--- config.mk ---
export PLATFORM = sky130hd
export DESIGN_NAME = fetch_unit_flat
export DESIGN_NICKNAME = d
export VERILOG_FILES = /design/src/rtl/fetch_unit_pkg.sv /design/src/rtl/fetch_unit_if.sv /design/src/rtl/fetch_buffer.sv /design/src/rtl/fetch_unit.sv /design/src/flat_wrapper.sv
export SDC_FILE = /design/constraint.sdc
export NUM_CORES = 1
export LEC_CHECK = 0
export BUFFER_PORTS_ARGS = -buffer_cell sky130_fd_sc_hd__buf_2
export CORE_AREA = 8 8 188 190
export DETAILED_ROUTE_END_ITERATION = 10
export DIE_AREA = 0 0 196 198
export GPL_ROUTABILITY_DRIVEN = 0
export HOLD_SLACK_MARGIN = 0.1
export PLACE_DENSITY = 0.77
export SETUP_SLACK_MARGIN = 0.5
export SLEW_MARGIN = 25
export SYNTH_ARGS = -nofsm -noshare
export SYNTH_HDL_FRONTEND = slang
export SYNTH_SLANG_ARGS = --single-unit
export TNS_END_PERCENT = 5
--- constraint.sdc ---
create_clock -name clk_i -period 11.45 [get_ports clk_i]
set_input_delay 1.7175 -clock clk_i [delete_from_list [all_inputs] [get_ports clk_i]]
set_output_delay 1.7175 -clock clk_i [all_outputs]
set_load 0.1 [all_outputs]
--- src/rtl/fetch_unit_pkg.sv ---
`default_nettype none
// ============================================================================
// Module      : fetch_unit_pkg
// Description : Shared types and constants for the instruction fetch unit:
//               the bubble instruction, the fetch FSM states, the IF/ID
//               payload and the instruction buffer entry.
// Revision    : 1.0 - initial release
// ============================================================================
package fetch_unit_pkg;

  // addi x0, x0, 0
  localparam logic [31:0] NOP_INSTR_C = 32'h0000_0013;

  typedef enum logic [1:0] {
    BOOT  = 2'd0,
    RUN   = 2'd1,
    DRAIN = 2'd2
  } fetch_state_e;

  typedef struct packed {
    logic [31:0] instr;
    logic [31:0] pc;
  } buf_entry_t;

  typedef struct packed {
    logic [31:0] instr;
    logic [31:0] pc;
    logic [31:0] pc_plus4;
    logic        valid;
  } ifid_t;

  function automatic ifid_t make_ifid(input logic [31:0] instr,
                                      input logic [31:0] pc,
                                      input logic        valid);
    ifid_t r;
    r.instr    = instr;
    r.pc       = pc;
    r.pc_plus4 = pc + 32'd4;
    r.valid    = valid;
    return r;
  endfunction

endpackage
`default_nettype wire

--- src/rtl/fetch_unit_if.sv ---
`default_nettype none
// ============================================================================
// Module      : fetch_unit_if
// Description : Instruction memory request/response bus.
//               master : fetch unit (drives req/addr, receives gnt/rvalid/rdata)
//               slave  : instruction memory
//   imem_req_o    : request
//   imem_addr_o   : word-aligned fetch address
//   imem_gnt_i    : request accepted this cycle
//   imem_rvalid_i : in-order response valid
//   imem_rdata_i  : instruction word
// Revision    : 1.0 - initial release
// ============================================================================
interface fetch_unit_if;
  logic        imem_req_o;
  logic [31:0] imem_addr_o;
  logic        imem_gnt_i;
  logic        imem_rvalid_i;
  logic [31:0] imem_rdata_i;

  modport master (
    output imem_req_o, imem_addr_o,
    input  imem_gnt_i, imem_rvalid_i, imem_rdata_i
  );

  modport slave (
    input  imem_req_o, imem_addr_o,
    output imem_gnt_i, imem_rvalid_i, imem_rdata_i
  );
endinterface
`default_nettype wire

--- src/rtl/fetch_buffer.sv ---
`default_nettype none
// ============================================================================
// Module      : fetch_buffer
// Description : 2-entry in-order buffer of {instr, pc} between the memory
//               response and the IF/ID register.
//   clk_i, rst_i  : clock, asynchronous active-high reset
//   push_i        : write push_data_i at the tail
//   pop_i         : drop the head entry
//   flush_i       : empty the buffer (wins over push/pop)
//   head_o        : oldest entry
//   full_o/empty_o: occupancy flags
// Revision    : 1.0 - initial release
// ============================================================================
module fetch_buffer
  import fetch_unit_pkg::*;
(
  input  logic       clk_i,
  input  logic       rst_i,
  input  logic       push_i,
  input  logic       pop_i,
  input  logic       flush_i,
  input  buf_entry_t push_data_i,
  output buf_entry_t head_o,
  output logic       full_o,
  output logic       empty_o
);

  buf_entry_t entry_q [2];
  logic       rd_ptr_q;
  logic       wr_ptr_q;
  logic [1:0] count_q;
  logic       w_push;
  logic       w_pop;

  assign w_pop  = pop_i && (count_q != 2'd0);
  // A push into a full buffer is only legal when the head leaves this cycle.
  assign w_push = push_i && ((count_q != 2'd2) || w_pop);

  always_ff @(posedge clk_i or posedge rst_i) begin
    if (rst_i) begin
      entry_q  <= '{default: '0};
      rd_ptr_q <= 1'b0;
      wr_ptr_q <= 1'b0;
      count_q  <= 2'd0;
    end else if (flush_i) begin
      rd_ptr_q <= 1'b0;
      wr_ptr_q <= 1'b0;
      count_q  <= 2'd0;
    end else begin
      if (w_push) begin
        entry_q[wr_ptr_q] <= push_data_i;
        wr_ptr_q          <= ~wr_ptr_q;
      end
      if (w_pop) begin
        rd_ptr_q <= ~rd_ptr_q;
      end
      case ({w_push, w_pop})
        2'b10:   count_q <= count_q + 2'd1;
        2'b01:   count_q <= count_q - 2'd1;
        default: count_q <= count_q;
      endcase
    end
  end

  assign head_o  = entry_q[rd_ptr_q];
  assign full_o  = (count_q == 2'd2);
  assign empty_o = (count_q == 2'd0);

endmodule
`default_nettype wire

--- src/rtl/fetch_unit.sv ---
`default_nettype none
// ============================================================================
// Module      : fetch_unit
// Description : Instruction fetch stage. Issues in-order requests to the
//               instruction memory, buffers up to two responses and feeds the
//               IF/ID register, with stall/flush/redirect handling.
//               Optional performance counters are built when the macro
//               FETCH_PERF_CNT_EN is defined.
//   clk_i, rst_i     : clock, asynchronous active-high reset
//   imem             : instruction memory bus (master side)
//   stall_d_i        : hold IF/ID
//   flush_d_i        : bubble IF/ID
//   redirect_i/_pc_i : resolved control-flow change and its target
//   instr_d_o, pc_d_o, pc_plus4_d_o, valid_d_o : IF/ID register
//   fetch_count_o, bubble_count_o : (FETCH_PERF_CNT_EN only) counters
// Revision    : 1.0 - initial release
// ============================================================================
module fetch_unit
  import fetch_unit_pkg::*;
#(
  parameter logic [31:0] RESET_PC  = 32'h0000_0000,
  parameter logic [31:0] NOP_INSTR = NOP_INSTR_C
) (
  input  logic        clk_i,
  input  logic        rst_i,
  fetch_unit_if.master imem,
  input  logic        stall_d_i,
  input  logic        flush_d_i,
  input  logic        redirect_i,
  input  logic [31:0] redirect_pc_i,
  output logic [31:0] instr_d_o,
  output logic [31:0] pc_d_o,
  output logic [31:0] pc_plus4_d_o,
  output logic        valid_d_o
`ifdef FETCH_PERF_CNT_EN
  ,
  output logic [31:0] fetch_count_o,
  output logic [31:0] bubble_count_o
`endif
);

  fetch_state_e state_q;
  logic [31:0]  pc_f_q;     // next address to request
  logic [31:0]  rsp_pc_q;   // PC of the next response that will be kept
  logic [1:0]   outs_q;     // requests granted but not yet answered
  logic [1:0]   outs_d;
  logic [1:0]   discard_q;  // responses still to be dropped in DRAIN
  ifid_t        ifid_q;

  logic         w_req;
  logic         w_grant;
  logic         w_rsp;
  logic         w_rsp_keep;
  logic         w_ifid_load;
  logic         w_bypass;
  logic         w_push;
  logic         w_pop;
  logic         w_buf_full;
  logic         w_buf_empty;
  buf_entry_t   w_head;
  buf_entry_t   w_rsp_entry;

  // Outstanding + buffered must stay <= 2 so every response has a slot.
  assign w_req = (state_q == RUN) &&
                 (((outs_q == 2'd0) && !w_buf_full) ||
                  ((outs_q == 2'd1) && w_buf_empty));
  assign w_grant = w_req && imem.imem_gnt_i;

  // Only responses to our own requests count; anything else (e.g. a
  // request abandoned by reset) arrives while outs_q is zero.
  assign w_rsp      = imem.imem_rvalid_i && (outs_q != 2'd0);
  assign w_rsp_keep = w_rsp && (state_q == RUN) && !redirect_i;

  assign w_ifid_load = !stall_d_i && !flush_d_i && !redirect_i;
  assign w_pop       = w_ifid_load && !w_buf_empty;
  assign w_bypass    = w_ifid_load && w_buf_empty && w_rsp_keep;
  assign w_push      = w_rsp_keep && !w_bypass;

  assign w_rsp_entry.instr = imem.imem_rdata_i;
  assign w_rsp_entry.pc    = rsp_pc_q;

  always_comb begin
    outs_d = outs_q;
    case ({w_grant, w_rsp})
      2'b10:   outs_d = outs_q + 2'd1;
      2'b01:   outs_d = outs_q - 2'd1;
      default: outs_d = outs_q;
    endcase
  end

  fetch_buffer u_buf (
    .clk_i       (clk_i),
    .rst_i       (rst_i),
    .push_i      (w_push),
    .pop_i       (w_pop),
    .flush_i     (redirect_i),
    .push_data_i (w_rsp_entry),
    .head_o      (w_head),
    .full_o      (w_buf_full),
    .empty_o     (w_buf_empty)
  );

  always_ff @(posedge clk_i or posedge rst_i) begin
    if (rst_i) begin
      state_q   <= BOOT;
      pc_f_q    <= RESET_PC;
      rsp_pc_q  <= RESET_PC;
      outs_q    <= 2'd0;
      discard_q <= 2'd0;
      ifid_q    <= make_ifid(NOP_INSTR, 32'd0, 1'b0);
    end else begin
      outs_q <= outs_d;
      if (w_grant) begin
        pc_f_q <= pc_f_q + 32'd4;
      end
      if (w_rsp_keep) begin
        rsp_pc_q <= rsp_pc_q + 32'd4;
      end

      case (state_q)
        BOOT:    state_q <= RUN;
        RUN:     state_q <= RUN;
        DRAIN: begin
          if (w_rsp) begin
            discard_q <= discard_q - 2'd1;
            if (discard_q == 2'd1) begin
              state_q <= RUN;
            end
          end
        end
        default: state_q <= BOOT;
      endcase

      // Every request still in flight after this edge was issued on the
      // old path, including one granted in this very cycle.
      if (redirect_i) begin
        pc_f_q    <= redirect_pc_i;
        rsp_pc_q  <= redirect_pc_i;
        discard_q <= outs_d;
        state_q   <= (outs_d != 2'd0) ? DRAIN : RUN;
      end

      if (redirect_i || flush_d_i) begin
        ifid_q <= make_ifid(NOP_INSTR, 32'd0, 1'b0);
      end else if (!stall_d_i) begin
        if (!w_buf_empty) begin
          ifid_q <= make_ifid(w_head.instr, w_head.pc, 1'b1);
        end else if (w_rsp_keep) begin
          ifid_q <= make_ifid(imem.imem_rdata_i, rsp_pc_q, 1'b1);
        end else begin
          ifid_q <= make_ifid(NOP_INSTR, 32'd0, 1'b0);
        end
      end
    end
  end

  assign imem.imem_req_o  = w_req;
  assign imem.imem_addr_o = pc_f_q;

  assign instr_d_o    = ifid_q.instr;
  assign pc_d_o       = ifid_q.pc;
  assign pc_plus4_d_o = ifid_q.pc_plus4;
  assign valid_d_o    = ifid_q.valid;

`ifdef FETCH_PERF_CNT_EN
  logic [31:0] fetch_cnt_q;
  logic [31:0] bubble_cnt_q;

  always_ff @(posedge clk_i or posedge rst_i) begin
    if (rst_i) begin
      fetch_cnt_q  <= 32'd0;
      bubble_cnt_q <= 32'd0;
    end else begin
      if (ifid_q.valid && !stall_d_i) begin
        fetch_cnt_q <= fetch_cnt_q + 32'd1;
      end
      if (!ifid_q.valid) begin
        bubble_cnt_q <= bubble_cnt_q + 32'd1;
      end
    end
  end

  assign fetch_count_o  = fetch_cnt_q;
  assign bubble_count_o = bubble_cnt_q;
`endif

endmodule
`default_nettype wire

--- src/flat_wrapper.sv ---
// flat-port wrapper written by rule: the top's interface ports become plain ports
module fetch_unit_flat import fetch_unit_pkg::*;
#(
  parameter logic [31:0] RESET_PC  = 32'h0000_0000,
  parameter logic [31:0] NOP_INSTR = NOP_INSTR_C
)
  (clk_i, rst_i, stall_d_i, flush_d_i, redirect_i, redirect_pc_i, instr_d_o, pc_d_o, pc_plus4_d_o, valid_d_o, imem_imem_req_o, imem_imem_addr_o, imem_imem_gnt_i, imem_imem_rvalid_i, imem_imem_rdata_i);
  fetch_unit_if imem_i ();
  input  logic clk_i;
  input  logic rst_i;
  input  logic stall_d_i;
  input  logic flush_d_i;
  input  logic redirect_i;
  input  logic [31:0] redirect_pc_i;
  output logic [31:0] instr_d_o;
  output logic [31:0] pc_d_o;
  output logic [31:0] pc_plus4_d_o;
  output logic valid_d_o;
  output wire logic [$bits(imem_i.imem_req_o)-1:0] imem_imem_req_o;
  output wire logic [$bits(imem_i.imem_addr_o)-1:0] imem_imem_addr_o;
  input wire logic [$bits(imem_i.imem_gnt_i)-1:0] imem_imem_gnt_i;
  input wire logic [$bits(imem_i.imem_rvalid_i)-1:0] imem_imem_rvalid_i;
  input wire logic [$bits(imem_i.imem_rdata_i)-1:0] imem_imem_rdata_i;
  assign imem_imem_req_o = imem_i.imem_req_o;
  assign imem_imem_addr_o = imem_i.imem_addr_o;
  assign imem_i.imem_gnt_i = imem_imem_gnt_i;
  assign imem_i.imem_rvalid_i = imem_imem_rvalid_i;
  assign imem_i.imem_rdata_i = imem_imem_rdata_i;
  fetch_unit #(.RESET_PC(RESET_PC), .NOP_INSTR(NOP_INSTR)) u_core (.clk_i(clk_i), .rst_i(rst_i), .imem(imem_i), .stall_d_i(stall_d_i), .flush_d_i(flush_d_i), .redirect_i(redirect_i), .redirect_pc_i(redirect_pc_i), .instr_d_o(instr_d_o), .pc_d_o(pc_d_o), .pc_plus4_d_o(pc_plus4_d_o), .valid_d_o(valid_d_o));
endmodule
==> key figures, run 1 <==
Yosys
  • Mux contribution to synthesized area: between 15 and 20%
  • Ys async rst share: 100%
  • Most frequent cell after synthesis: dfrtp_1
  • Synth cell count leaders: 293 x dfrtp_1, 155 x mux2_2, 121 x nor2_1
  • Synthesized netlist net count: 1,476
  • Syn avg cell area: 10.7 um^2
  • Synthesized cell area: approximately 15,000 um^2
  • Synth Area in XOR/XNOR: 6.33%
  • EDFF count, synth: 0
  • Synth unique cells: just over 60
  • Synthesized instance count: about 1,400
  • Top_reg_cell synth: dfrtp_1
  • Compound-cell area share of the yosys netlist: between 10% and 20%
  • Largest area contributor in the netlist: dfrtp_1
  • Adder-cell area share of the yosys netlist: less than 1%
  • Flop and latch count out of synthesis: around 300
  • Number of synthesis warnings: 0
  • Post-synthesis sequential area ratio: between 40% and 50%
  • Post-Synth Simple-Gate Area: about an eighth
  • Share of the synthesized area in the top cell type: between 40% and 50%
  • Synth top area cells: dfrtp_1 49%, mux2_2 12%, mux2i_1 4.2%, xnor2_1 3.3%, nor2_1 3.0%
  • Main combinational cell family by area after synthesis: multiplexers

Final layout
  • Final core area utilization: around 53%
  • Share of post-route cells with drive strength above 1: between 20% and 30%
  • Design Area, Final: about 17,000 um^2
  • Multi-input gate area: around 7000 um^2
  • Register area: 7440 um^2
  • Synth-to-layout area growth: 15.0%
  • Final net count: between 1,500 and 2,000
  • Fillers: 2,793

Power and ir drop
  • Total power: approximately 3.6 mW
  • Pwr per Cell Area: 208 nW/um^2
  • Peak VDD IR: around 0.15 mV
  • Static Leak: 7.66 nW

Placed design
  • DP Worst Slack: between 7000 and 8000 ps
  • Area post-placement: about 16,000 um^2
  • Dpl hpwl: 27,500 um
  • IO buf count: 200

Timing
  • Final setup TNS: 0 ps
  • Least-Margin Pin Slew: about 1000 ps
  • Hold Vio Cnt, Final: 0
  • Clk_skew: ~24 ps
  • Final number of setup-violating endpoints: 0
  • Rel. slew slack: about a third
  • Post-route minimum period: just under 4000 ps
  • Max Fclk: between 0.2 and 0.3 GHz
  • Final period util: between 30% and 40%
  • RSZ-0062 raised after global routing: false
  • Worst setup margin: around 7500 ps
  • Final slew viol count: 0

Critical path
  • Startpoint types: input pin
  • Critical path type: in2reg
  • CP endpoint kind: register
  • Critical Path AT: ~4400 ps
  • Reg2reg start: u_core.u_buf.rd_ptr_q$_DFFE_PP0P_
  • Worst path required time: between 10,000 and 15,000 ps
  • Critical Path Source: imem_imem_rvalid_i
  • Crit path max fanout: 17

Clocking
  • Hold buffer count at CTS: 0
  • CTS Sinks: ~300
  • Post-CTS Setup Inserts: 0
  • CTS resizes: 0
  • Worst skew pair latency: around 500 ps
  • Clk slew on worst S/H paths: approximately 60 ps
  • CTS tree: done
  • CTS Root Cell: clkbuf_16
  • TritonCTS Buffers: 35
  • Htree depth: 2
  • Clock buffer depth: 3

Drt
  • Via count: 11,454
  • Vias/cell: around 5.8
  • Initial DRT Pass Iterations: 5
  • WL final: a little over 40,000 um
  • DRC: 0
  • Iteration-0 DRC Markers: about 910
  • DRT antenna net count: 0
  • Drt wl/cell: around 20 um

Global route
  • Largest net degree at the start of global routing: 80
  • Grt total ovfl: 0
  • First-pass GRT wire length: ~65,000 um
  • Initial antenna violation count: 0
  • Vias in the first global route: around 12,000
  • Gr usage total: 20.6%

Die
  • Boundary pin count: about 200
  • CORE AREA: ~32,000 um^2
  • Die height: slightly below 200 um
  • Num rows: 66
  • Die area: approximately 39,000 um^2
  • Initial Util: approximately 46%
  • Overall die width: just under 200 um

Job
  • Max-Cap Viols: 0

Outcome
  • Status: complete, no violations

Min path
  • Worst hold path type: reg2reg
  • Hold Path Origin: u_core.pc_plus4_d_o[7]$_DFFE_PP0P_
## state kept, by name, indices dropped and copies added, names as in the netlist
register	cells
u_core.discard_q	2
u_core.imem.imem_addr_o	32
u_core.instr_d_o	32
u_core.outs_q	2
u_core.pc_d_o	30
u_core.pc_plus4_d_o	32
u_core.rsp_pc_q	32
u_core.state_q	2
u_core.u_buf.count_q	2
u_core.u_buf.entry_q	128
u_core.u_buf.rd_ptr_q	1
u_core.u_buf.wr_ptr_q	1
u_core.valid_d_o	1
## through the flow
step	instances	hold WS, ps
CTS	1976	465
floorplan	1397	450
detailed placement	1918	451
global placement	1918	452
global route	1977	492
finish	1978	464
## area by class of cell
| cell class | instances | area share, % |
|---|---|---|
| Multi-Input combinational cell | 981 | 40.6 |
| Tap cell | 408 | 2.97 |
| Inverter | 17 | 0.415 |
| Clock buffer | 53 | 5.73 |
| Timing Repair Buffer | 216 | 6.67 |
| Sequential cell | 297 | 43.3 |
| Clock inverter | 5 | 0.299 |
| Antenna cell | 1 | 0.0146 |
## where the power goes
part           switching [mW]  internal, mW
registers               0.219          1.31
clock network           0.424         0.593
logic                   0.643         0.392
total                    1.29          2.29
## path summary, 6_finish.rpt
kind                            cells after the start  slack, ps                             endpoint
worst max-delay path                                7       7470  u_core.pc_plus4_d_o[26]$_DFFE_PP0P_
worst min-delay path                                2        460   u_core.pc_plus4_d_o[7]$_DFFE_PP0P_
worst max register to register                      7       7620  u_core.pc_plus4_d_o[30]$_DFFE_PP0P_
worst min register to register                      2        460   u_core.pc_plus4_d_o[7]$_DFFE_PP0P_
max in group asynchronous                           5       8100           u_core.outs_q[1]$_DFF_PP0_
min in group asynchronous                           2       1280     u_core.instr_d_o[17]$_DFFE_PP0P_
## cell families (layout without fill, tap and decap cells)
group | after synthesis | after routing
DFF | 297 | 297
and+or+nand+nor | 411 | 411
buffers and inverters | 119 | 291
other | 0 | 1
xor gates and xnor gates | 107 | 107
muxes | 217 | 217
AOI/OAI and AO/OA | 238 | 238
adders and majority gates | 8 | 8
## critical path: stages
cell,delay (ps)
buf_2,90
nand4bb_1,630
nor2_1,590
nor2_1,110
nor2_1,770
o21ai_0,260
o21ai_0,210
## metal layers
layer | track usage [%] | part of all wire [%] | wire (um) | up-vias
li1 | - | - | - | 5265
met5 | 0 | 0 | 0 | -
met2 | 32.4 | 46 | 18500 | 467
met3 | 4.35 | 7.9 | 3170 | 48
met1 | 28.9 | 45 | 18000 | 5674
met4 | 4.77 | 1.6 | 626 | 0
## cells in the final DEF (no fill, tap or decap), types with 4 or more instances in the layout
master	Yosys	layout
dfrtp_1	293	292
buf_2	38	200
mux2_2	155	155
nor2_1	121	119
nand2_1	120	119
o21ai_0	77	77
a21oi_1	75	75
mux2i_1	62	62
xnor2_1	56	56
nand3_1	52	52
xor2_1	50	50
a221o_1	39	39
clkbuf_16	0	35
nand4_1	26	26
nor3_1	16	15
and3_1	14	14
inv_1	16	14
clkbuf_1	52	14
buf_4	3	14
a22oi_1	13	13
or3_1	12	12
nand3b_1	9	9
ha_1	8	8
nand2b_1	7	7
a31oi_1	7	7
nand4b_1	6	6
and4_1	4	4
a221oi_1	4	4
clkbuf_8	0	4
dfstp_2	4	4
No activity file was read; power rests on OpenSTA's default activity.
==> inputs of run 2 (changes only) <==
--- a/config.mk
+++ b/config.mk
@@ -11,7 +11,7 @@
 export DIE_AREA = 0 0 196 198
 export GPL_ROUTABILITY_DRIVEN = 0
 export HOLD_SLACK_MARGIN = 0.1
-export PLACE_DENSITY = 0.77
+export PLACE_DENSITY = 0.8
 export SETUP_SLACK_MARGIN = 0.5
 export SLEW_MARGIN = 25
 export SYNTH_ARGS = -nofsm -noshare
==> constraint.sdc (replaced) <==
create_clock -name clk_i -period 3.6 [get_ports clk_i]
set_input_delay 0.54 -clock clk_i [delete_from_list [all_inputs] [get_ports clk_i]]
set_output_delay 0.54 -clock clk_i [all_outputs]
set_load 0.1 [all_outputs]
==> run 2 against run 1 <==
Net effect:
- final area grew 1.4%
- count of clock-buffer cells in the layout shrank 2
- flip-flop and latch count is the same
- combinational power grew to 3.3 times the previous value
- clock power grew to 3.3 times the previous value
- critical path depth shrank 2
- sequential power grew to 3.2 times the previous value
- critical endpoint is now u_core.pc_plus4_d_o[14]$_DFFE_PP0P_
==> key figures, run 2 (synthesized netlist as in run 1, its figures left out) <==
Outcome
  • Status: complete, no violations

Critical path
  • CP endpoint kind: register
  • Crit path max fanout: 34
  • Crit path to: u_core.pc_plus4_d_o[14]$_DFFE_PP0P_
  • Reg2reg setup slack: roughly 840 ps
  • Startpoint types: register
  • RR Endpoint: u_core.pc_plus4_d_o[14]$_DFFE_PP0P_
  • Worst path cell trace: or2_2 -> nand2_2 -> buf_4 -> a221oi_1 -> a21o_1
  • Critical Path AT: between 3000 and 4000 ps
  • Critical Path Source: u_core.u_buf.count_q[0]$_DFFE_PP0P_
  • Worst path required time: a little over 4000 ps
  • Reg2reg start: u_core.u_buf.count_q[0]$_DFFE_PP0P_
  • Crit-path slowest cell: nand2_2
  • Critical path type: reg2reg
  • Max incr delay on CP: 630 ps
  • Reg2reg path depth: 5

Drt
  • DRC: 0
  • Vias/cell: 5.81
  • Drt wl/cell: about 20 um
  • WL final: approximately 40,000 um
  • Iteration-0 DRC Markers: 866
  • Initial DRT Pass Iterations: 5
  • Via count: around 12,000
  • DRT antenna net count: 0

Placed design
  • DP Worst Slack: approximately 890 ps
  • IO buf count: 200
  • Dpl hpwl: between 20,000 and 30,000 um

Timing
  • Rel. slew slack: 36.8%
  • Least-Margin Pin Slew: roughly 940 ps
  • Final setup TNS: 0 ps
  • RSZ-0062 raised after global routing: false
  • Hold Vio Cnt, Final: 0
  • Max Fclk: 0.363 GHz
  • Final slew viol count: 0
  • Worst setup margin: 842 ps
  • Clk_skew: roughly 7.7 ps
  • Post-route minimum period: between 2000 and 3000 ps
  • Final number of setup-violating endpoints: 0
  • Final period util: approximately 77%

Power and ir drop
  • Static Leak: between 7 and 8 nW
  • Switching power share of the total: between 30% and 40%
  • Internal cell power: about 7.4 mW
  • Sequential share of power: a little over two fifths
  • Total power: around 12 mW
  • Comb power frac: ~29%
  • Clock share of power: about 29%
  • P_sw: 4.16 mW
  • Pwr per Cell Area: approximately 670 nW/um^2
  • Peak VDD IR: around 0.49 mV

Clocking
  • Worst skew pair latency: ~500 ps
  • Htree depth: 2
  • Post-CTS Setup Inserts: 0
  • CTS Sinks: approximately 300
  • CTS resizes: 0
  • Hold buffer count at CTS: 0
  • Clk slew on worst S/H paths: roughly 60 ps
  • TritonCTS Buffers: 34
  • CTS tree: done
  • CTS Root Cell: clkbuf_16
  • Clock buffer depth: 3

Job
  • Max-Cap Viols: 0

Die
  • Die area: 38,800 um^2
  • CORE AREA: around 32,000 um^2
  • Initial Util: between 40% and 50%
  • Die height: just under 200 um
  • Boundary pin count: 201
  • Num rows: 66
  • Overall die width: 196 um

Final layout
  • Most common cell after layout, fill and taps aside: dfrtp_1
  • Synth-to-layout area growth: 16.6%
  • Inserted Diodes: 0
  • Most frequent cells in the layout: 292 x dfrtp_1, 200 x buf_2, 155 x mux2_2
  • Final net count: about 1,600
  • Reg with most FFs: u_core.u_buf.entry_q
  • Max reg flops: approximately 130
  • Fillers: ~2,800
  • Share of post-route cells with drive strength above 1: between 20% and 30%

Global route
  • Initial antenna violation count: 0
  • Vias in the first global route: 11,639
  • Grt total ovfl: 0
  • First-pass GRT wire length: 64,300 um
  • Gr usage total: about a fifth
  • Largest net degree at the start of global routing: 85

Min path
  • Worst hold path type: in2async
run 2: cell count changes in the layout (fill, tap and decap cells not counted), moves of 2 or more:
cell        delta
buf_12         +9
buf_4          +8
clkbuf_1       -5
clkbuf_8       +4
clkinv_2       +2
clkinvlp_4     +2
run 2: stage by stage:
step | hold WS [ps] | instance area (um^2) | utilization (%) | instances
2_1_floorplan | 450 | 14900 | - | 1397
5_1_grt | 272 | 17400 | 54.1 | 1994
3_3_place_gp | 447 | 16300 | 50.7 | 1934
4_1_cts | 224 | 17400 | 54.1 | 1994
6_report | 219 | 17400 | 54.1 | 1994
3_5_place_dp | 460 | 16300 | 50.7 | 1934
run 2: cell type report:
cell class,count,area [um^2],area share (%)
sequential,297,7440,42.7
multi-input combinational,981,6960,40.0
timing repair buffer,231,1350,7.73
clock buffer,51,995,5.71
tap,408,510,2.93
clock inverter,9,91.3,0.525
inverter,17,67.6,0.388
run 2: how the worst min path moves through the flow:
stage	end	slack, ps	depth (start not counted)
global placement	u_core.pc_plus4_d_o[7]$_DFFE_PP0P_	450	2
global route	u_core.instr_d_o[15]$_DFFE_PP0P_	270	2
finish	u_core.instr_d_o[21]$_DFFE_PP0P_	220	2
floorplan	u_core.u_buf.entry_q[0]$_DFFE_PP0P_	450	2
CTS	u_core.instr_d_o[21]$_DFFE_PP0P_	220	2
detailed placement	u_core.pc_plus4_d_o[6]$_DFFE_PP0P_	460	2
run 2: routing by layer:
layer  global-route usage (%)  part of all wire, %  vias to the layer above
met5                        0                    0                        -
met4                     5.73                  2.2                        0
met3                     3.50                  7.1                       61
met2                     32.4                   45                      448
met1                     28.8                   45                     5786
li1                         -                    -                     5296
run 2: worst max-delay path: cells and delay by family (launching register included):
kind | cells | cell delay [ps]
AO/OA/AOI/OAI | 2 | 500
buffers and inverters | 1 | 410
flip-flops | 1 | 600
AND/OR/NAND/NOR | 2 | 1170
run 2: power groups by stage:
stage | Sequential [mW] | Combinational [mW] | Clock, mW
2_1_floorplan | 5.28 | 2.11 | 0
3_3_place_gp | 4.81 | 3.25 | 0
3_5_place_dp | 4.87 | 3.35 | 0
4_1_cts | 4.83 | 3.38 | 3.41
5_1_grt | 4.95 | 3.63 | 3.56
6_report | 4.85 | 3.38 | 3.35
